[src/rtl/serdes_rx_sync_ctrl_pkg.sv]
// Shared constants and state encoding for the SERDES receive sync controller.
package serdes_pkg;

  localparam int unsigned DEFAULT_BITS = 8;
  localparam logic [7:0]  COMMA_K28_5  = 8'hBC;

  typedef logic [2:0] state_t;

  localparam state_t ST_HUNT  = 3'd0;
  localparam state_t ST_SLIP  = 3'd1;
  localparam state_t ST_WAIT  = 3'd2;
  localparam state_t ST_CHECK = 3'd3;
  localparam state_t ST_SYNC  = 3'd4;

endpackage

[src/rtl/serdes_rx_sync_ctrl_if.sv]
// Deserializer word stream in, aligned word stream and link status out.
interface serdes_rx_sync_ctrl_if #(
  parameter int unsigned BITS   = 8,
  parameter int unsigned SLIP_W = $clog2(BITS)
);
  logic              word_valid;
  logic [BITS-1:0]   word;
  logic              word_dk;
  logic              word_err;
  logic              bitslip;
  logic              sync_ok;
  logic              rx_valid;
  logic [BITS-1:0]   rx_data;
  logic              rx_dk;
  logic [SLIP_W-1:0] slip_cnt;
  logic              align_fail;
  logic [2:0]        err_cnt;

  modport master (
    output word_valid, word, word_dk, word_err,
    input  bitslip, sync_ok, rx_valid, rx_data, rx_dk, slip_cnt, align_fail, err_cnt
  );

  modport slave (
    input  word_valid, word, word_dk, word_err,
    output bitslip, sync_ok, rx_valid, rx_data, rx_dk, slip_cnt, align_fail, err_cnt
  );
endinterface

[src/rtl/serdes_rx_sync_ctrl_err_monitor.sv]
// Leaky error counter: errors count up, each run of clean words forgives one.
module serdes_err_monitor #(
  parameter int unsigned LOSS_ERRORS = 4,
  parameter int unsigned GOOD_RUN    = 4
) (
  input  logic       clk,
  input  logic       reset,
  input  logic       clear,
  input  logic       enable,
  input  logic       word_valid,
  input  logic       word_err,
  output logic [2:0] err_cnt,
  output logic       loss_of_sync
);
  localparam int unsigned GR_W = $clog2(GOOD_RUN + 1);

  logic [2:0]      err_cnt_q;
  logic [GR_W-1:0] good_q;

  assign loss_of_sync = enable & word_valid & word_err & (err_cnt_q == 3'(LOSS_ERRORS - 1));
  assign err_cnt      = err_cnt_q;

  // Update error and clean-run counts per valid word; the losing error zeroes the count.
  always_ff @(posedge clk) begin
    if (reset || clear) begin
      err_cnt_q <= '0;
      good_q    <= '0;
    end else if (enable && word_valid) begin
      if (word_err) begin
        good_q    <= '0;
        err_cnt_q <= loss_of_sync ? 3'd0 : err_cnt_q + 3'd1;
      end else if (good_q == GR_W'(GOOD_RUN - 1)) begin
        good_q <= '0;
        if (err_cnt_q != 3'd0) err_cnt_q <= err_cnt_q - 3'd1;
      end else begin
        good_q <= good_q + GR_W'(1);
      end
    end
  end
endmodule

[src/rtl/serdes_rx_sync_ctrl.sv]
// Comma hunt, bitslip alignment, sync acquisition and in-sync word forwarding.
module serdes_rx_sync_ctrl
  import serdes_pkg::*;
#(
  parameter int unsigned     BITS         = DEFAULT_BITS,
  parameter logic [BITS-1:0] COMMA        = BITS'(COMMA_K28_5),
  parameter int unsigned     SEARCH_WORDS = 16,
  parameter int unsigned     SLIP_WAIT    = 2,
  parameter int unsigned     ACQ_COUNT    = 3,
  parameter int unsigned     LOSS_ERRORS  = 4,
  parameter int unsigned     GOOD_RUN     = 4
) (
  input  logic                 clk,
  input  logic                 reset,
  serdes_rx_sync_ctrl_if.slave bus
);
  localparam int unsigned SLIP_W = $clog2(BITS);
  localparam int unsigned HUNT_W = $clog2(SEARCH_WORDS + 1);
  localparam int unsigned WAIT_W = $clog2(SLIP_WAIT + 1);
  localparam int unsigned ACQ_W  = $clog2(ACQ_COUNT + 1);

  state_t            state_q, state_d;
  logic [HUNT_W-1:0] hunt_cnt_q, hunt_cnt_d;
  logic [WAIT_W-1:0] wait_cnt_q, wait_cnt_d;
  logic [ACQ_W-1:0]  comma_cnt_q, comma_cnt_d;
  logic [SLIP_W-1:0] slip_cnt_q;
  logic              align_fail_q;
  logic              rx_valid_q, rx_dk_q;
  logic [BITS-1:0]   rx_data_q;
  logic              comma, forward, slip_enter, sync_enter, slip_wrap, loss_of_sync;
  logic [2:0]        err_cnt;

  assign comma      = bus.word_valid & bus.word_dk & (bus.word == COMMA) & ~bus.word_err;
  assign forward    = bus.word_valid & (state_q == ST_SYNC) & ~bus.word_err;
  assign slip_enter = (state_q == ST_HUNT) && (state_d == ST_SLIP);
  assign sync_enter = (state_q == ST_CHECK) && (state_d == ST_SYNC);
  assign slip_wrap  = (slip_cnt_q == SLIP_W'(BITS - 1));

  // Next state and hunt/settle/acquire counters.
  always_comb begin
    state_d     = state_q;
    hunt_cnt_d  = hunt_cnt_q;
    wait_cnt_d  = wait_cnt_q;
    comma_cnt_d = comma_cnt_q;
    case (state_q)
      ST_HUNT: begin
        if (comma) begin
          state_d     = ST_CHECK;
          comma_cnt_d = ACQ_W'(1);
          hunt_cnt_d  = '0;
        end else if (bus.word_valid) begin
          if (hunt_cnt_q == HUNT_W'(SEARCH_WORDS - 1)) begin
            state_d    = ST_SLIP;
            hunt_cnt_d = '0;
          end else begin
            hunt_cnt_d = hunt_cnt_q + HUNT_W'(1);
          end
        end
      end
      // Incoming word is dropped while the deserializer shifts.
      ST_SLIP: begin
        state_d    = ST_WAIT;
        wait_cnt_d = '0;
      end
      ST_WAIT: begin
        if (bus.word_valid) begin
          if (wait_cnt_q == WAIT_W'(SLIP_WAIT - 1)) begin
            state_d    = ST_HUNT;
            hunt_cnt_d = '0;
          end else begin
            wait_cnt_d = wait_cnt_q + WAIT_W'(1);
          end
        end
      end
      // An error outranks a simultaneous comma.
      ST_CHECK: begin
        if (bus.word_valid && bus.word_err) begin
          state_d    = ST_HUNT;
          hunt_cnt_d = '0;
        end else if (comma) begin
          if (comma_cnt_q == ACQ_W'(ACQ_COUNT - 1)) state_d = ST_SYNC;
          else comma_cnt_d = comma_cnt_q + ACQ_W'(1);
        end
      end
      ST_SYNC: begin
        if (loss_of_sync) begin
          state_d    = ST_HUNT;
          hunt_cnt_d = '0;
        end
      end
      default: state_d = ST_HUNT;
    endcase
  end

  // State, slip bookkeeping and the one-cycle forwarding register.
  always_ff @(posedge clk) begin
    if (reset) begin
      state_q      <= ST_HUNT;
      hunt_cnt_q   <= '0;
      wait_cnt_q   <= '0;
      comma_cnt_q  <= '0;
      slip_cnt_q   <= '0;
      align_fail_q <= 1'b0;
      rx_valid_q   <= 1'b0;
      rx_data_q    <= '0;
      rx_dk_q      <= 1'b0;
    end else begin
      state_q     <= state_d;
      hunt_cnt_q  <= hunt_cnt_d;
      wait_cnt_q  <= wait_cnt_d;
      comma_cnt_q <= comma_cnt_d;
      if (slip_enter) begin
        slip_cnt_q <= slip_wrap ? '0 : slip_cnt_q + SLIP_W'(1);
        if (slip_wrap) align_fail_q <= 1'b1;
      end else if (sync_enter) begin
        slip_cnt_q   <= '0;
        align_fail_q <= 1'b0;
      end
      rx_valid_q <= forward;
      if (forward) begin
        rx_data_q <= bus.word;
        rx_dk_q   <= bus.word_dk;
      end
    end
  end

  serdes_err_monitor #(
    .LOSS_ERRORS(LOSS_ERRORS),
    .GOOD_RUN   (GOOD_RUN)
  ) u_err_monitor (
    .clk         (clk),
    .reset       (reset),
    .clear       (sync_enter),
    .enable      (state_q == ST_SYNC),
    .word_valid  (bus.word_valid),
    .word_err    (bus.word_err),
    .err_cnt     (err_cnt),
    .loss_of_sync(loss_of_sync)
  );

  assign bus.bitslip    = (state_q == ST_SLIP);
  assign bus.sync_ok    = (state_q == ST_SYNC);
  assign bus.rx_valid   = rx_valid_q;
  assign bus.rx_data    = rx_data_q;
  assign bus.rx_dk      = rx_dk_q;
  assign bus.slip_cnt   = slip_cnt_q;
  assign bus.align_fail = align_fail_q;
  assign bus.err_cnt    = err_cnt;
endmodule

[src/flat_wrapper.sv]
// flat-port wrapper written by rule: the top's interface ports become plain ports
module serdes_rx_sync_ctrl_flat import serdes_pkg::*;
#(
  parameter int unsigned     BITS         = DEFAULT_BITS,
  parameter logic [BITS-1:0] COMMA        = BITS'(COMMA_K28_5),
  parameter int unsigned     SEARCH_WORDS = 16,
  parameter int unsigned     SLIP_WAIT    = 2,
  parameter int unsigned     ACQ_COUNT    = 3,
  parameter int unsigned     LOSS_ERRORS  = 4,
  parameter int unsigned     GOOD_RUN     = 4
)
  (clk, reset, bus_word_valid, bus_word, bus_word_dk, bus_word_err, bus_bitslip, bus_sync_ok, bus_rx_valid, bus_rx_data, bus_rx_dk, bus_slip_cnt, bus_align_fail, bus_err_cnt);
  serdes_rx_sync_ctrl_if #(.BITS(BITS)) bus_i ();
  input  logic clk;
  input  logic reset;
  input wire logic [$bits(bus_i.word_valid)-1:0] bus_word_valid;
  input wire logic [$bits(bus_i.word)-1:0] bus_word;
  input wire logic [$bits(bus_i.word_dk)-1:0] bus_word_dk;
  input wire logic [$bits(bus_i.word_err)-1:0] bus_word_err;
  output wire logic [$bits(bus_i.bitslip)-1:0] bus_bitslip;
  output wire logic [$bits(bus_i.sync_ok)-1:0] bus_sync_ok;
  output wire logic [$bits(bus_i.rx_valid)-1:0] bus_rx_valid;
  output wire logic [$bits(bus_i.rx_data)-1:0] bus_rx_data;
  output wire logic [$bits(bus_i.rx_dk)-1:0] bus_rx_dk;
  output wire logic [$bits(bus_i.slip_cnt)-1:0] bus_slip_cnt;
  output wire logic [$bits(bus_i.align_fail)-1:0] bus_align_fail;
  output wire logic [$bits(bus_i.err_cnt)-1:0] bus_err_cnt;
  assign bus_i.word_valid = bus_word_valid;
  assign bus_i.word = bus_word;
  assign bus_i.word_dk = bus_word_dk;
  assign bus_i.word_err = bus_word_err;
  assign bus_bitslip = bus_i.bitslip;
  assign bus_sync_ok = bus_i.sync_ok;
  assign bus_rx_valid = bus_i.rx_valid;
  assign bus_rx_data = bus_i.rx_data;
  assign bus_rx_dk = bus_i.rx_dk;
  assign bus_slip_cnt = bus_i.slip_cnt;
  assign bus_align_fail = bus_i.align_fail;
  assign bus_err_cnt = bus_i.err_cnt;
  serdes_rx_sync_ctrl #(.BITS(BITS), .COMMA(COMMA), .SEARCH_WORDS(SEARCH_WORDS), .SLIP_WAIT(SLIP_WAIT), .ACQ_COUNT(ACQ_COUNT), .LOSS_ERRORS(LOSS_ERRORS), .GOOD_RUN(GOOD_RUN)) u_core (.clk(clk), .reset(reset), .bus(bus_i));
endmodule
[config.mk]
export PLATFORM = sky130hd
export DESIGN_NAME = serdes_rx_sync_ctrl_flat
export DESIGN_NICKNAME = d
export VERILOG_FILES = /design/src/rtl/serdes_rx_sync_ctrl_pkg.sv /design/src/rtl/serdes_rx_sync_ctrl_if.sv /design/src/rtl/serdes_rx_sync_ctrl_err_monitor.sv /design/src/rtl/serdes_rx_sync_ctrl.sv /design/src/flat_wrapper.sv
export SDC_FILE = /design/constraint.sdc
export NUM_CORES = 1
export LEC_CHECK = 0
export BUFFER_PORTS_ARGS = -buffer_cell sky130_fd_sc_hd__buf_2
export CORE_MARGIN = 2
export CORE_UTILIZATION = 54
export DETAILED_ROUTE_END_ITERATION = 10
export PLACE_DENSITY_LB_ADDON = 0.3
export SLEW_MARGIN = 20
export SYNTH_ARGS = -nofsm -noshare
export SYNTH_HDL_FRONTEND = slang
export SYNTH_SLANG_ARGS = --single-unit
[constraint.sdc]
create_clock -name clk -period 2.6 [get_ports clk]
set_clock_uncertainty 0.1 [all_clocks]
set_input_delay 0.26 -clock clk [delete_from_list [all_inputs] [get_ports clk]]
set_output_delay 0.26 -clock clk [all_outputs]
set_load 0.01 [all_outputs]
Yosys cells after proc, flatten, opt, wreduce, memory -nomap -nowiden
Index checks and enable logic that the tools add are counted.

Register bits: 32. Logic and storage cells: 106. Output and inout bits: 19.

Reductions and logical operators: 18. $add $sub $neg: 7. Equality and inequality tests: 24. Bitwise logic cells: 8. Multiplexer cells: 38.

Operators with widths (count): $mux 3 (18); $mux 5 (7); $pmux 5 s4 (1); $pmux 3 s5 (1); $eq 3x2->1 const B (4); $mux 2 (6); $ne 2x2->1 const B (6); $reduce_bool 2->1 (5); $add 3x1->3 const B (3); $eq 3x3->1 const B (3); $eq 8x8->1 const B (1); $ne 2x1->1 const B (4); $pmux 2 s2 (2); $and 1x1->1 (7); $eq 3x1->1 const B (2); $reduce_and 3->1 (2); $reduce_and 6->1 (1); $add 5x1->5 const B (1); $eq 5x4->1 const B (1); $reduce_and 5->1 (1); $add 2x1->2 const B (2); $logic_and 1x1->1 (4); $reduce_bool 4->1 (1); $logic_not 3->1 (1); 9 further kinds (11).

Logic depth before layout (Yosys ltp)
Gate-level depths: netlist (run 1).

Word-level depth: 10. Gate-level depth with buffers: 8. Gate-level depth less buffers: 7.

Modules after synthesis
A second synthesis (run 1) with hierarchy kept.

Cells, all modules: 192. Area total of the unflattened synthesis: 1720.4 sq um.

By module, submodules not included: serdes_rx_sync_ctrl (area each 1306.3 sq um, times used 1, sequential area each 520.5 sq um, cells each 149); serdes_err_monitor (area each 414.1 sq um, times used 1, sequential area each 120.1 sq um, cells each 43).

Worst setup path after synthesis (run 1)
OpenSTA, ideal clock, no wires.

Kind: input port to flip-flop. From: input port bus_word[6]. To: register u_core.align_fail_q, in the netlist u_core.bus.align_fail. Buffers on the path: 1. Stages: 6. Library setup time: 128 ps. Data arrival time: 1629 ps. Path slack: 744 ps. Path through: nand4b_1 > or4_4 > or3_1 > buf_2 > a22oi_1 > nor2_1.

Longest elaborated chain between the ends: 10. Elaborated cells between the ends (all ways): 15.

RTL lines: from (decl) (RTL line flat_wrapper.sv:17) `input wire logic [$bits(bus_i.word)-1:0] bus_word;`; $eq 8x8->1 * (RTL line serdes_rx_sync_ctrl.sv:33) `assign comma = bus.word_valid & bus.word_dk & (bus.word == COMMA) & ~bus.word_err;`; $and 1x1->1 * (2 in series) (RTL line serdes_rx_sync_ctrl.sv:33); $mux 3 (RTL line serdes_rx_sync_ctrl.sv:80) `end else if (comma) begin`; $mux 3 (RTL line serdes_rx_sync_ctrl.sv:77) `if (bus.word_valid && bus.word_err) begin`; $pmux 3 s5 * (RTL line serdes_rx_sync_ctrl.sv:45) `case (state_q)`; $eq 3x1->1 / $eq 3x3->1 (equally long branches) (RTL line serdes_rx_sync_ctrl.sv:35, serdes_rx_sync_ctrl.sv:36); $logic_and 1x1->1, on equally long branches (RTL line serdes_rx_sync_ctrl.sv:35, serdes_rx_sync_ctrl.sv:36); $ne 2x2->1 (no line) / $reduce_bool 2->1 (equally long branches); $reduce_and 2->1 (no line); to (signal assigned) (RTL line serdes_rx_sync_ctrl.sv:103) `align_fail_q <= 1'b0;`; to (signal assigned) (RTL line serdes_rx_sync_ctrl.sv:114) `if (slip_wrap) align_fail_q <= 1'b1;`; to (signal assigned) (RTL line serdes_rx_sync_ctrl.sv:117) `align_fail_q <= 1'b0;`; to (decl) (RTL line serdes_rx_sync_ctrl.sv:27) `logic align_fail_q;`.

Mark *: on every way between the ends. The rest lies on a longest branch, timed or not. A chain may end at the register's enable or synchronous reset.

Final worst setup path (run 1)
From: register u_core.state_q[2]. To: register u_core.u_err_monitor.good_q[1].

Longest elaborated chain between the ends: 9. Elaborated cells between the ends (all ways): 22.

RTL lines: from (decl) (RTL line serdes_rx_sync_ctrl.sv:22) `state_t state_q, state_d;`; from (signal assigned) (RTL line serdes_rx_sync_ctrl.sv:108) `state_q <= state_d;`; $eq 3x3->1 (RTL line serdes_rx_sync_ctrl.sv:45, serdes_rx_sync_ctrl.sv:134); $and 1x1->1 (3 in series) (RTL line serdes_rx_sync_ctrl_err_monitor.sv:20) `assign loss_of_sync = enable & word_valid & word_err & (err_cnt_q == 3'(LOSS_ERRORS - 1));`; $mux 3 (RTL line serdes_rx_sync_ctrl.sv:86) `if (loss_of_sync) begin`; $pmux 3 s5 (RTL line serdes_rx_sync_ctrl.sv:45); $eq 3x3->1 (RTL line serdes_rx_sync_ctrl.sv:36) `assign sync_enter = (state_q == ST_CHECK) && (state_d == ST_SYNC);`; $logic_and 1x1->1 (RTL line serdes_rx_sync_ctrl.sv:36); $logic_or 1x1->1 (RTL line serdes_rx_sync_ctrl_err_monitor.sv:25) `if (reset || clear) begin`; to (signal assigned) (RTL line serdes_rx_sync_ctrl_err_monitor.sv:36) `good_q <= good_q + GR_W'(1);`; to (decl) (RTL line serdes_rx_sync_ctrl_err_monitor.sv:18) `logic [GR_W-1:0] good_q;`.

Several ways; a longest one is shown, not always the timed one.

==> results.py, run 1 <==
metrics = {
    "setup_path": {
        "r2r-start": "u_core.state_q[2]",
        "worst-setup-path-type": "register to register",
        "rrSetupSlack_ns": 0.58,
        "crit_path_max_fanout": 11,
        "rr_worst_depth": 7,
        "critPathArrivalTime_ns": 2.21,
        "worst_setup_path_start_kind": "register",
        "end_kind": "register",
        "worst_ep_required_time_ns": 2.79,
        "r2r-end": "u_core.u_err_monitor.good_q[1]",
    },
    "timing": {
        "post-route-min-period_ns": 2.025,
        "setup_viol": 0,
        "worst_slew_pin_slew_ns": 0.5149,
        "slew_viol_final": 0,
        "min_period_over_period": 0.7787,
        "final_hold_viol_count": 0,
        "rsz0062_at_grt": "no",
        "fin_tns_setup_ns": 0,
        "setup_ws_ns": 0.5754,
        "slew_headroom": 0.6541,
        "max_freq_mhz": 493.9,
        "hold_ws_ns": 0.05791,
    },
    "logic_synthesis": {
        "syn_nets": 227,
        "synth_edf_count": 0,
        "syn_avg_cell_area_um2": 8.225,
        "muxShareOfSynthArea": 0.02386,
        "yosysTopAreaCell": "dfxtp_1",
        "synth_most_common_cell": "dfxtp_1",
        "synth_commonest_cells": "dfxtp_1, a21oi_1, nand2_1, nor2_1, o21ai_0",
        "yosys.area_share.adder": 0.07457,
        "yosys_most_used_dff": "dfxtp_1",
        "netlist_top_cells_area": "dfxtp_1, ha_1, a21oi_1, o21ai_0, nand2_1",
        "yosysWarnings": 0,
        "synthCells": 204,
        "synth_top_area_share": 0.3818,
        "synth_cell_types": 46,
        "ys_ff_latch": 32,
        "ys_seq_area_frac": 0.3818,
        "yosys.area_share.simple": 0.2737,
        "yosys.area_share.xor_xnor": 0.005220,
        "synth_top_family_by_area": "simple AND/OR/NAND/NOR gates",
        "synth_compound_area_frac": 0.1894,
        "synth_area_um2": 1678,
        "async_reset_ff_frac": 0,
    },
    "hold_path": {
        "hp-class": "primary input to register",
        "hp-start": "bus_word[3]",
        "holdPathEnd": "u_core.bus.rx_data[3]",
        "hold_depth": 3,
    },
    "power": {
        "powerDensity_nw_per_um2": 474.7,
        "finalPower_mw": 0.9170,
        "power.leakage_nw": 0.7924,
        "ir_drop_v": 0.0002960,
    },
    "global_route": {
        "grt_max_degree": 16,
        "grt_pass1_wl_um": 5471,
        "gr-total-overflow": 0,
        "grtUsageTotal": 0.2072,
        "grt_antenna_before_repair": 0,
        "grt_pass1_vias": 1288,
    },
    "cells_and_area": {
        "nets": 258,
        "fillCellCount": 269,
        "area_growth_pct": 15.14,
        "drive_above_1_share": 0.2246,
        "finalInstanceArea_um2": 1932,
        "n_antenna_cell": 0,
    },
    "floorplanning": {
        "die-area_um2": 3569,
        "ios": 32,
        "die_y_um": 59.74,
        "placement_rows": 20,
        "initial_utilization": 0.5587,
        "die_w_um": 59.74,
        "coreArea_um2": 3003,
    },
    "place": {
        "hpwlAfterDp_um": 2516,
        "numPortBuffers": 31,
        "gp_congestion": 0.8298,
        "pre_cts_slack_ns": 0.4923,
        "place_area_um2": 1856,
    },
    "clock_tree": {
        "cts_buffers": 5,
        "clkSinkCount": 32,
        "cts_htree_levels": 2,
        "cts_buffer_depth": 2,
        "cts_tree": "built",
        "cts_root_buffer": "clkbuf_4",
        "ctsHoldBuffers": 0,
        "cts-resized-gates": 0,
        "worstSkewPairLatency_ns": 0.34,
        "post_cts_buffers": 0,
        "clk_pin_slew_ns": 0.11,
    },
    "drt": {
        "wire_per_inst_um": 12.72,
        "drt_wl_total_um": 3421,
        "via_count": 1534,
        "drt-initial-drc-count": 58,
        "antenna_left": 0,
        "vias_per_cell": 5.703,
        "drtPass1Iterations": 4,
        "drc_errors": 0,
    },
    "run_status": {
        "status": "complete, no violations",
    },
    "run": {
        "cap_violations": 0,
    },
}
==> sequential cells by signal, indices dropped and copies added, names as in the netlist, 2 cells and up <==
register / count
u_core.bus.rx_data: 8
u_core.hunt_cnt_q: 5
u_core.bus.slip_cnt: 3
u_core.state_q: 3
u_core.u_err_monitor.err_cnt: 3
u_core.u_err_monitor.good_q: 3
u_core.comma_cnt_q: 2
u_core.wait_cnt_q: 2
==> final cells by class <==
class	instances	area, um^2	area share
Clock buffer	6	41.29	0.02137
Clock inverter	2	35.03	0.01813
Inverter	10	37.54	0.01943
Multi-Input combinational cell	151	950.9	0.4922
Sequential cell	32	640.6	0.3316
Tap cell	33	41.29	0.02137
Timing Repair Buffer	35	185.2	0.09586
==> stage by stage <==
step             util  std cells
2_1_floorplan       -        204
5_1_grt        0.6433        269
6_report       0.6433        269
3_3_place_gp   0.6179        261
4_1_cts        0.6433        269
3_5_place_dp   0.6179        261
==> cell usage in the layout, fill, tap and decap left out, types with 2 or more instances in the layout <==
master and n:
dfxtp_1 32, buf_2 31, a21oi_1 24, nand2_1 19, nor2_1 19, o21ai_0 16, inv_1 10, nand3_1 10
ha_1 10, nor3_1 5, clkbuf_4 5, nor3b_1 4, mux2i_1 4, buf_4 4, nand4bb_1 3, and3_1 2
nor2b_1 2, nand3b_1 2, or3_1 2, or3b_2 2, nor4_1 2, a31oi_1 2
==> report_power, final <==
group	internal [mW]	total [mW]	leakage (nW)	switching, mW
sequential	0.492	0.494	0.258	0.00215
clock	0.202	0.375	0.0422	0.173
combinational	0.0182	0.0475	0.492	0.0293
total	0.712	0.917	0.792	0.205
==> routing by layer <==
layer,share of wire,vias up,wire length [um],global-route usage
li1,-,788,-,-
met1,0.47,707,1591,0.2547
met2,0.47,32,1603,0.3339
met3,0.047,7,161,0.05195
met4,0.019,0,65,0.1048
met5,0,-,0,0
==> worst max path at each step <==
stage,end,cells past startpoint,from
after detailed placement,u_core.bus.align_fail,6,bus_word_err
after global routing,u_core.u_err_monitor.good_q[1],7,u_core.state_q[2]
after CTS,u_core.hunt_cnt_q[3],5,u_core.state_q[0]
after global placement,u_core.bus.align_fail,6,bus_word_err
after floorplan,u_core.bus.align_fail,6,bus_word[6]
final,u_core.u_err_monitor.good_q[1],7,u_core.state_q[2]
==> worst max-delay path, stage by stage, from the launching register on <==
cell and delay, ns:
dfxtp_1 0.46, or3b_4 0.45, inv_1 0.09, nand2_1 0.22, buf_4 0.25, nor4b_1 0.25
a21oi_1 0.08, nor2_1 0.09
==> cell families (layout without fill, tap and decap cells) <==
family,after synthesis,in the layout
flops,32,32
compound gates,53,53
xor+xnor,1,1
buf+inv,21,53
mux,4,4
fa+ha+maj,10,10
simple gates,83,83
(Power assumes the default switching activity.)
==> inputs of run 2 (changes only) <==
--- a/config.mk
+++ b/config.mk
@@ -5,9 +5,10 @@
 export SDC_FILE = /design/constraint.sdc
 export NUM_CORES = 1
 export LEC_CHECK = 0
+export ABC_AREA = 1
 export BUFFER_PORTS_ARGS = -buffer_cell sky130_fd_sc_hd__buf_2
 export CORE_MARGIN = 2
-export CORE_UTILIZATION = 54
+export CORE_UTILIZATION = 49
 export DETAILED_ROUTE_END_ITERATION = 10
 export PLACE_DENSITY_LB_ADDON = 0.3
 export SLEW_MARGIN = 20
==> constraint.sdc (replaced) <==
create_clock -name clk -period 1.65 [get_ports clk]
set_clock_uncertainty 0.1 [all_clocks]
set_input_delay 0.165 -clock clk [delete_from_list [all_inputs] [get_ports clk]]
set_output_delay 0.165 -clock clk [all_outputs]
set_load 0.01 [all_outputs]
==> run 2 against run 1 <==
  * Worst setup slack got worse by 0.52 ns
  * Clock-buffer cell count did not move
  * Hold slack got worse by 0.037 ns
  * Die area rose by 10%
  * Wire length rose by 8.6%
  * Clock power rose by 28%
  * Synthesized cell count rose by 13%
  * Area after synthesis rose by 0.60%
  * Critical path depth rose by 2
  * Cell area rose by 13%
  * Non-clock buffer count rose by 18
  * Maximum frequency rose by 27%
==> results.py, run 2 <==
metrics = {
    "global_route": {
        "grt_antenna_before_repair": 0,
        "gr-total-overflow": 0,
        "grtUsageTotal": 0.2064,
        "grt_max_degree": 17,
        "grt_pass1_vias": 1542,
        "grt_pass1_wl_um": 6568,
    },
    "drt": {
        "wire_per_inst_um": 11.12,
        "drtPass1Iterations": 4,
        "vias_per_cell": 4.958,
        "via_count": 1656,
        "drt_wl_total_um": 3714,
        "antenna_left": 0,
        "drc_errors": 0,
        "drt-initial-drc-count": 48,
    },
    "cells_and_area": {
        "fin_cells": 334,
        "largest_reg_flops": 8,
        "drive_above_1_share": 0.3125,
        "final_cell_mix": "nor2_1, nand2_1, buf_2",
        "nets": 310,
        "area_growth_pct": 29.21,
        "final_common_cell": "nor2_1",
        "n_antenna_cell": 0,
    },
    "logic_synthesis": {
        "ys_seq_area_frac": 0.3795,
        "yosysWarnings": 0,
        "synth_top_area_share": 0.3795,
        "synthCells": 231,
        "synth_most_common_cell": "nor2_1",
        "synth_area_um2": 1688,
        "async_reset_ff_frac": 0,
        "yosys_most_used_dff": "dfxtp_1",
        "synth_commonest_cells": "nor2_1, nand2_1, dfxtp_1",
        "synth_cell_types": 30,
        "synth_edf_count": 0,
        "yosysTopAreaCell": "dfxtp_1",
        "syn_avg_cell_area_um2": 7.307,
        "syn_nets": 254,
        "ys_ff_latch": 32,
        "netlist_top_cells_area": "dfxtp_1, nor2_1, nand2_1, ha_1, inv_1",
    },
    "setup_path": {
        "worst_setup_path_start_kind": "register",
        "worst_ep_required_time_ns": 1.83,
        "rr_worst_depth": 9,
        "r2r-end": "u_core.hunt_cnt_q[2]",
        "end_kind": "register",
        "critPathLaunch": "u_core.u_err_monitor.err_cnt[0]",
        "endpoint": "u_core.hunt_cnt_q[2]",
        "worst-setup-path-type": "register to register",
        "rrSetupSlack_ns": 0.06,
        "crit_path_max_fanout": 4,
        "r2r-start": "u_core.u_err_monitor.err_cnt[0]",
        "critPathArrivalTime_ns": 1.77,
    },
    "hold_path": {
        "hp-class": "primary input to register",
    },
    "place": {
        "dp_cells": 316,
        "pre_cts_slack_ns": -0.07059,
        "numPortBuffers": 31,
        "gp_congestion": 0.8013,
        "hpwlAfterDp_um": 2701,
    },
    "clock_tree": {
        "clk_pin_slew_ns": 0.10,
        "cts_buffer_depth": 2,
        "cts_tree": "built",
        "cts_buffers": 5,
        "cts_root_buffer": "clkbuf_4",
        "clkSinkCount": 32,
        "worstSkewPairLatency_ns": 0.34,
        "cts_htree_levels": 2,
    },
    "timing": {
        "hold_ws_ns": 0.02125,
        "worst_slew_pin_slew_ns": 0.3253,
        "max_freq_mhz": 628.9,
        "final_hold_viol_count": 0,
        "min_period_over_period": 0.9636,
        "slew_headroom": 0.7817,
        "setup_viol": 0,
        "rsz0062_at_grt": "yes",
        "slew_viol_final": 0,
        "setup_ws_ns": 0.06001,
        "post-route-min-period_ns": 1.590,
    },
    "floorplanning": {
        "initial_utilization": 0.5098,
        "die_w_um": 62.69,
        "coreArea_um2": 3311,
        "placement_rows": 21,
        "die-area_um2": 3930,
        "die_y_um": 62.69,
        "ios": 32,
    },
    "run_status": {
        "status": "complete, no violations",
    },
    "run": {
        "cap_violations": 0,
    },
    "power": {
        "powerDensity_nw_per_um2": 623.8,
        "power.leakage_nw": 1.029,
        "ir_drop_v": 0.0005145,
    },
}
==> run 2: worst min path at each step <==
| stage | startpoint | end | slack (ns) | cells past startpoint |
|---|---|---|---|---|
| 3_5_place_dp | bus_word[7] | u_core.bus.rx_data[7] | 0.29 | 3 |
| 5_1_grt | reset | u_core.hunt_cnt_q[2] | 0.03 | 2 |
| 3_3_place_gp | bus_word[7] | u_core.bus.rx_data[7] | 0.27 | 3 |
| 4_1_cts | reset | u_core.bus.slip_cnt[2] | 0.02 | 2 |
| 2_1_floorplan | bus_word[7] | u_core.bus.rx_data[7] | 0.17 | 2 |
| 6_report | reset | u_core.bus.slip_cnt[1] | 0.02 | 2 |
==> run 2: area by class of cell <==
cell class	instances	area, um^2
Fill cell	299	1130
Multi-Input combinational cell	164	954.7
Sequential cell	32	650.6
Timing Repair Buffer	53	340.3
Inverter	31	116.4
Tap cell	46	57.56
Clock buffer	6	51.30
Clock inverter	2	10.01
==> run 2: stage by stage <==
step / utilization / TNS (ns) / instance area (um^2) / total power [mW]
final: 0.6587 / 0 / 2181 / 1.360
after global routing: 0.6587 / -0.2374 / 2181 / 1.424
after CTS: 0.6425 / -0.006295 / 2127 / 1.366
after floorplan: - / 0 / 1688 / 0.8431
after detailed placement: 0.5941 / -0.08852 / 1967 / 0.8785
after global placement: 0.5941 / -0.04737 / 1967 / 0.8785
==> run 2: layer usage <==
| layer | track usage | wire (um) | share of wire | up-vias |
|---|---|---|---|---|
| met5 | 0 | 0 | 0 | - |
| met4 | 0.05000 | 31 | 0.0083 | 0 |
| met3 | 0.05766 | 148 | 0.040 | 3 |
| met2 | 0.3629 | 1878 | 0.51 | 34 |
| met1 | 0.2483 | 1655 | 0.45 | 746 |
| li1 | - | - | - | 873 |
==> run 2: cells by family (layout without fill, tap and decap cells) <==
kind of cell / after synthesis / count (layout) / share of synthesized area
AO/OA/AOI/OAI: 48 / 48 / 0.1631
adder cells (fa/ha/maj): 10 / 10 / 0.07413
flip-flops: 32 / 32 / 0.3795
XOR/XNOR: 2 / 2 / 0.01038
buffers and inverters: 35 / 92 / 0.08302
AND/OR/NAND/NOR: 104 / 104 / 0.2898
==> run 2: worst max-delay path, stage by stage (launching register included) <==
cell and delay, ns:
dfxtp_4 0.37, ha_1 0.15, ha_1 0.15, nand3_2 0.10, nand2_2 0.10, o21ai_2 0.08
nor3_2 0.19, buf_4 0.14, nand2_1 0.04, a21oi_1 0.11
==> run 2: where the power goes <==
| group | leakage (nW) | switching [mW] | total, mW | internal, mW |
|---|---|---|---|---|
| Sequential | 0.261 | 0.00335 | 0.779 | 0.776 |
| Combinational | 0.729 | 0.0538 | 0.102 | 0.0482 |
| Clock | 0.0380 | 0.277 | 0.480 | 0.203 |
| Total | 1.03 | 0.334 | 1.36 | 1.03 |
==> run 2: timing repair <==
| action | CTS | global route |
|---|---|---|
| cloned | 0 | 0 |
| buffers inserted | 1 | 1 |
| pin swaps | 1 | 5 |
| endpoints found under the hold margin | 8 | 0 |
| hold buffers | 8 | 0 |
| endpoints found under the setup margin | 3 | 22 |
| gates resized for setup | 3 | 20 |
